==> src/rtl/mul255_serial_pkg.sv <==
// Shared definitions for the byte-serial multiply-by-255 datapath.
package mul255_serial_pkg;

  // Default operand width in bytes.
  localparam int NBYTES_DEF = 4;

  // Controller states: waiting for a request, or stepping through product bytes.
  typedef enum logic {
    IDLE = 1'b0,
    CALC = 1'b1
  } state_t;

endpackage

==> src/rtl/mul255_serial_sub8_borrow.sv <==
// 8-bit subtractor with borrow in/out: {bout, diff} = a - b - bin.
module sub8_borrow (
  input  logic       [7:0] a,
  input  logic       [7:0] b,
  input  logic             bin,
  output logic       [7:0] diff,
  output logic             bout
);

  logic [8:0] wide;

  // A 9-bit difference exposes the borrow as its top bit (set when the result goes negative).
  always_comb begin
    wide = {1'b0, a} - {1'b0, b} - {8'b0, bin};
    diff = wide[7:0];
    bout = wide[8];
  end

endmodule

==> src/rtl/mul255_serial.sv <==
// Byte-serial x*255 = (x<<8) - x, one product byte per clock through a single
// borrow-chained 8-bit subtractor. The full signed product is NBYTES+1 bytes wide.
module mul255_serial
  import mul255_serial_pkg::*;
#(
  parameter int NBYTES = NBYTES_DEF
) (
  input  logic                      clk,
  input  logic                      rst,
  input  logic                      start,
  input  logic [8*NBYTES-1:0]       x,
  output logic                      busy,
  output logic                      done,
  output logic [8*(NBYTES+1)-1:0]   out
);

  localparam int XW    = 8 * NBYTES;
  localparam int OW    = 8 * (NBYTES + 1);
  localparam int IDX_W = $clog2(NBYTES + 1);

  state_t             state_q, state_d;
  logic [IDX_W-1:0]   idx_q, idx_d;
  logic               borrow_q, borrow_d;
  logic [XW-1:0]      x_q, x_d;
  logic [OW-1:0]      out_q, out_d;
  logic               done_q, done_d;

  logic [OW-1:0]      xe;      // sign-extended operand (subtrahend bytes)
  logic [OW-1:0]      xs;      // operand shifted up one byte (minuend bytes)
  logic [7:0]         a_byte;
  logic [7:0]         b_byte;
  logic [7:0]         diff;
  logic               bout;

  assign xe = {{8{x_q[XW-1]}}, x_q};
  assign xs = {x_q, 8'h00};

  // Select the minuend/subtrahend byte pair for the current byte index.
  always_comb begin
    // NOTE: every combinational output gets a default first so no path leaves it unassigned (no latch).
    a_byte = 8'h00;
    b_byte = 8'h00;
    for (int j = 0; j <= NBYTES; j++) begin
      if (idx_q == IDX_W'(j)) begin
        a_byte = xs[8*j +: 8];
        b_byte = xe[8*j +: 8];
      end
    end
  end

  sub8_borrow u_sub (
    .a    (a_byte),
    .b    (b_byte),
    .bin  (borrow_q),
    .diff (diff),
    .bout (bout)
  );

  // Next-state, operand capture, byte write-back and done pulse.
  always_comb begin
    state_d  = state_q;
    idx_d    = idx_q;
    borrow_d = borrow_q;
    x_d      = x_q;
    out_d    = out_q;
    done_d   = 1'b0;
    unique case (state_q)
      IDLE: begin
        if (start) begin
          x_d      = x;
          idx_d    = '0;
          borrow_d = 1'b0;
          state_d  = CALC;
        end
      end
      CALC: begin
        for (int j = 0; j <= NBYTES; j++) begin
          if (idx_q == IDX_W'(j)) out_d[8*j +: 8] = diff;
        end
        borrow_d = bout;
        if (idx_q == IDX_W'(NBYTES)) begin
          // The final borrow is dropped: the product already fits in OW signed bits.
          idx_d   = '0;
          state_d = IDLE;
          done_d  = 1'b1;
        end else begin
          idx_d = idx_q + IDX_W'(1);
        end
      end
      default: state_d = IDLE;
    endcase
  end

  // State registers with asynchronous reset; an abort clears everything including out.
  always_ff @(posedge clk or posedge rst) begin
    // NOTE: sequential state uses non-blocking assignments so all flops update from pre-edge values.
    if (rst) begin
      state_q  <= IDLE;
      idx_q    <= '0;
      borrow_q <= 1'b0;
      x_q      <= '0;
      out_q    <= '0;
      done_q   <= 1'b0;
    end else begin
      state_q  <= state_d;
      idx_q    <= idx_d;
      borrow_q <= borrow_d;
      x_q      <= x_d;
      out_q    <= out_d;
      done_q   <= done_d;
    end
  end

  assign busy = (state_q == CALC);
  assign done = done_q;
  assign out  = out_q;

endmodule
==> config.mk <==
export PLATFORM = sky130hd
export DESIGN_NAME = mul255_serial
export DESIGN_NICKNAME = d
export VERILOG_FILES = /design/src/rtl/mul255_serial_pkg.sv /design/src/rtl/mul255_serial_sub8_borrow.sv /design/src/rtl/mul255_serial.sv
export SDC_FILE = /design/constraint.sdc
export NUM_CORES = 1
export LEC_CHECK = 0
export BUFFER_PORTS_ARGS = -buffer_cell sky130_fd_sc_hd__buf_4
export CORE_MARGIN = 8
export CORE_UTILIZATION = 50
export DETAILED_ROUTE_END_ITERATION = 8
export HOLD_SLACK_MARGIN = 0.03
export PLACE_DENSITY = 0.75
export SYNTH_ARGS = -nofsm -noshare
export SYNTH_HDL_FRONTEND = slang
export SYNTH_SLANG_ARGS = --single-unit
==> constraint.sdc <==
create_clock -name clk -period 3.6 [get_ports clk]
set_input_delay 0.72 -clock clk [delete_from_list [all_inputs] [get_ports clk]]
set_output_delay 0.72 -clock clk [all_outputs]
set_load 0.01 [all_outputs]
; Yosys cells after proc, flatten, opt, wreduce, memory -nomap -nowiden
; Index checks and enable logic that the tools add are counted.
[word_totals]
elab_cells = 45
input_bits = 35
output_inout_bits = 42
reg_bits = 78
[op_classes]
n_addsub = 3
n_eq_ne = 5
bitwise = 1
n_reduce_logical = 7
n_mux = 19
[ops]
columns = op, n
row1 = $mux W8, 9
row2 = $reduce_and A2 Y1, 6
row3 = $sub A8 B8 Y9, 1
row4 = $sub A9 B1 Y9, 1
row5 = $eq A3 B2 Y1 const B, 2
row6 = $mux W3, 2
row7 = $pmux W3 S2, 1
row8 = $mux W1, 5
row9 = $pmux W1 S2, 2
row10 = $add A3 B1 Y3 const B, 1
row11 = $eq A3 B1 Y1 const B, 1
row12 = $eq A3 B3 Y1 const B, 1
row13 = $logic_not A3 Y1, 1
row14 = $ne A2 B2 Y1 const B, 1
row15 = $not A1 Y1, 1

; Longest topological paths before layout
[logic_depth]
ltp_word = 9
ltp_mapped = 18
ltp_nobuf = 16

; Modules after synthesis
; Synthesis repeated with hierarchy kept, for this count alone.
[hier_totals]
cells_unflattened = 364
area_unflattened_um2 = 4095.2
[modules_own_cells]
columns = module, area_each_um2, seq_area_each_um2, n_inst, cells_per_inst
row1 = mul255_serial, 3540.9, 1951.9, 1, 288
row2 = sub8_borrow, 554.3, 0.0, 1, 76

; Least setup slack after synthesis
; No wires, ideal clock.
[synth_timing]
path_kind = flip-flop to flip-flop
from = register idx_q[1]
to = register out_q[31], in the netlist out[31]
arrival_ns = 3.244
path_buffers = 2
setup_slack_ns = 0.287
required_ns = 3.531
path_stages_with_launch = 18
period_less_slack_ns = 3.313
cell_sequence = dfrtp_1 > inv_1 > ha_1 > clkbuf_1 > clkbuf_1 > nand2_1 > nor2_1 > a21oi_1 > o21ai_0 > a222oi_1 > fa_1 > inv_1 > ha_1 > o21ai_1 > nand2b_1 > and4b_4 > or4_1 > nand3_1
[synth_between]
elab_chain_len = 8
[synth_rtl]
columns = item, line
row1 = from (decl), mul255_serial.sv:22  ; logic [IDX_W-1:0] idx_q, idx_d;
row2 = from (signal assigned), mul255_serial.sv:106  ; idx_q <= idx_d;
row3 = $logic_not A3 Y1, mul255_serial.sv:44  ; if (idx_q == IDX_W'(j)) begin
row4 = $mux W8 (5 in a row), mul255_serial.sv:44
row5 = $sub A8 B8 Y9, mul255_serial_sub8_borrow.sv:14  ; wide = {1'b0, a} - {1'b0, b} - {8'b0, bin};
row6 = $sub A9 B1 Y9, mul255_serial_sub8_borrow.sv:14
row7 = to (signal assigned), mul255_serial.sv:109  ; out_q <= out_d;
row8 = to (decl), mul255_serial.sv:25  ; logic [OW-1:0] out_q, out_d;
; Several ways; a longest one is shown, not always the timed one.
; A chain may end at the register's enable or synchronous reset.

; Worst setup path after layout
[layout_timing]
from = register idx_q[0]
to = register out_q[15], in the netlist out[15]
; Same word-level chain as after synthesis.

==> results.cfg <==
[clock_tree]
clk_path_buf_depth = 2
cts_tree = yes
clkSlewWorstSetupHoldPaths_ps = 70
htree_levels = 3
clock_sinks = 78
insertion_delay_ps = 360
numCtsBuffers = 9
cts_root_buffer = clkbuf_8

[sta]
max-slew-margin-rel = 0.431
clock.fmax_mhz = 290
setup_slack_ps = 149
hold_ws_ps = 483
skew_ps = 11.6
hold_viol = 0
setup_viol = 0
slew_violations = 0
fin_crit_sh = 0.959
final.min_clock_period_ps = 3450
worst_pin_slew_ps = 852

[worst_setup_path]
cp.arrival_ps = 3730
critPathBufInv = 3
crit_path_max_incr_delay_ps = 520
cp.depth = 14
path_class = flip-flop to flip-flop
cp-start-kind = flip-flop
critPathSlowestCell = a222oi_1
crit_required_ps = 3880
worst-path-max-fanout = 10
end_kind = flip-flop
ff2ff_path_depth = 14
path_cells = inv_2 > ha_4 > and2_1 > buf_4 > a222oi_1 > fa_2 > inv_1 > ha_1 > nand2b_4 > nor2_1 > o211ai_2 > and4b_4 > or3_4 > a31oi_4
rrSetupSlack_ps = 150
crit_family = simple AND/OR/NAND/NOR gates

[place]
port_buffers = 76
place_hpwl_mm = 7.06
pre_cts_slack_ps = 3.27
globalplace.congestion = 0.871
dpl_cell_area_sq_um = 4630
place_inst = 558

[min_path]
hold_depth = 2
hp-class = flip-flop to flip-flop

[logic_synthesis]
synth_top_area_share = 0.496
synth_area_sq_um = 3940
synth-async-reset-ratio = 1.00
synth-seq-cells = 78
syn_nets = 444
syn_inst = 390
synth_edf_count = 0
synth_flop_cell = dfrtp_1
synth.distinct_cells = 41
yosysSeqAreaShare = 0.496
syn_area_per_cell_sq_um = 10.1
yosys_warnings = 0
synth_top_cell_by_area = dfrtp_1
synth.area.top_cells = dfrtp_1, mux2_2, nand2_1, o21ai_0, ha_1

[route]
postRouteAntennaNets = 0
dr.pass1.iters = 4
drc = 0
drtIter0Drc = 153
via_count = 3144
wl_mm = 9.35
wire_per_inst_um = 16.2
vias_per_cell = 5.46

[grt]
antenna_found_initial = 0
grt_pass1_vias = 3153
grt_max_degree = 42
grt_use_total = 0.172
grt_pass1_wl_mm = 15.5
grt-ovfl-total = 0

[final_layout]
diodes = 0
instances_no_fill = 576
nets = 523
area_growth_pct = 26.0
drive_gt1_frac = 0.335
fin_area_sq_um = 4960

[job]
drv_cap = 0

[floorplan]
fp.dieW_um = 105
start_util = 0.512
die_area_sq_um = 11000
die_y_um = 105
row_count = 32
core-area_sq_um = 7690
io_pins = 77

[run_status]
status = completed
[stage by stage]
step,utilization,TNS (ps)
floorplan,-,0
global placement,0.602,0
detailed placement,0.602,0
CTS,0.628,0
global route,0.645,-15.0
finish,0.645,0
[cells in the final DEF (no fill, tap or decap), drive strengths merged, types with 2 or more instances in the layout]
cell	instances
a222oi	6
xor2	5
a31oi	4
buf	88
o21ai	56
o2111ai	2
and3	2
dfrtp	78
clkinvlp	2
clkbuf	11
a21oi	13
and2	3
ha	17
inv	20
a221o	7
o21a	2
nand2	74
nor2	15
fa	2
nand2b	3
clkinv	2
nor2b	5
a22o	2
a22oi	7
or4	2
nand3	4
mux2	32
[per-layer routing]
layer / wire [um] / GRT usage / vias up
li1: - / - / 1524
met1: 4030 / 0.208 / 1491
met2: 4470 / 0.274 / 104
met3: 577 / 0.0528 / 25
met4: 268 / 0.0826 / 0
met5: 0 / 0 / -
[final timing paths]
check / start / endpoint
worst max-delay path: idx_q[0] / out[15]
min in group asynchronous: rst / out[36]
max in group asynchronous: rst / idx_q[0]
worst min register to register: out[20] / out[20]
worst min-delay path: out[20] / out[20]
worst max register to register: idx_q[0] / out[15]
[cell type report]
cell class              count  area, sq um
clock buffers              11          141
clock inverters             5         58.8
fillers                   632         2730
inverters                  20         77.6
multi-input cells         272         1930
flip-flops and latches     78         1950
well taps                 102          128
repair buffers             88          673
[worst min-delay path: cells and delay by family, from the launching register on]
kind               cells  cell delay (ps)
AOI/OAI and AO/OA      1               60
DFF                    1              340
and+or+nand+nor        1               50
[repair_timing]
action,4_1_cts,5_1_grt
endpoints found under the setup margin,6,16
pin swaps,0,5
resized for setup,1,22
buffers inserted,0,2
hold buffers,0,0
hold endpoints to repair,0,0
[synthesized netlist by cell type (2+ instances only)]
cell / n
o21a_1: 2
a31oi_1: 4
and2_1: 3
or4_1: 2
ha_1: 17
fa_1: 2
o2111ai_1: 2
o21ai_0: 55
a221o_1: 7
buf_2: 5
inv_1: 19
nand2_1: 74
xor2_1: 5
nor2_1: 15
buf_1: 2
buf_6: 2
a222oi_1: 6
mux2_2: 31
clkbuf_1: 11
nand2b_1: 3
and3_1: 2
a22oi_1: 7
nand3_1: 4
dfrtp_1: 78
nor2b_1: 4
a21oi_1: 12
a22o_1: 2
[flip-flops by register name (all words and copies together), names as in the netlist]
name      cells
out          40
busy          1
idx_q         3
x_q          32
done          1
borrow_q      1
[cell families (layout without fill, tap and decap cells)]
group,Yosys count,count (layout),share of synthesized area
AOI/OAI and AO/OA,105,105,0.169
xor gates and xnor gates,6,6,0.0134
adders and majority gates,19,19,0.0642
buffers and inverters,40,124,0.0436
DFF,78,78,0.496
muxes,32,32,0.0916
and+or+nand+nor,110,110,0.123
Power is not shown: default switching activity piles up to over one toggle a cycle in this logic, so the estimate is an artifact.
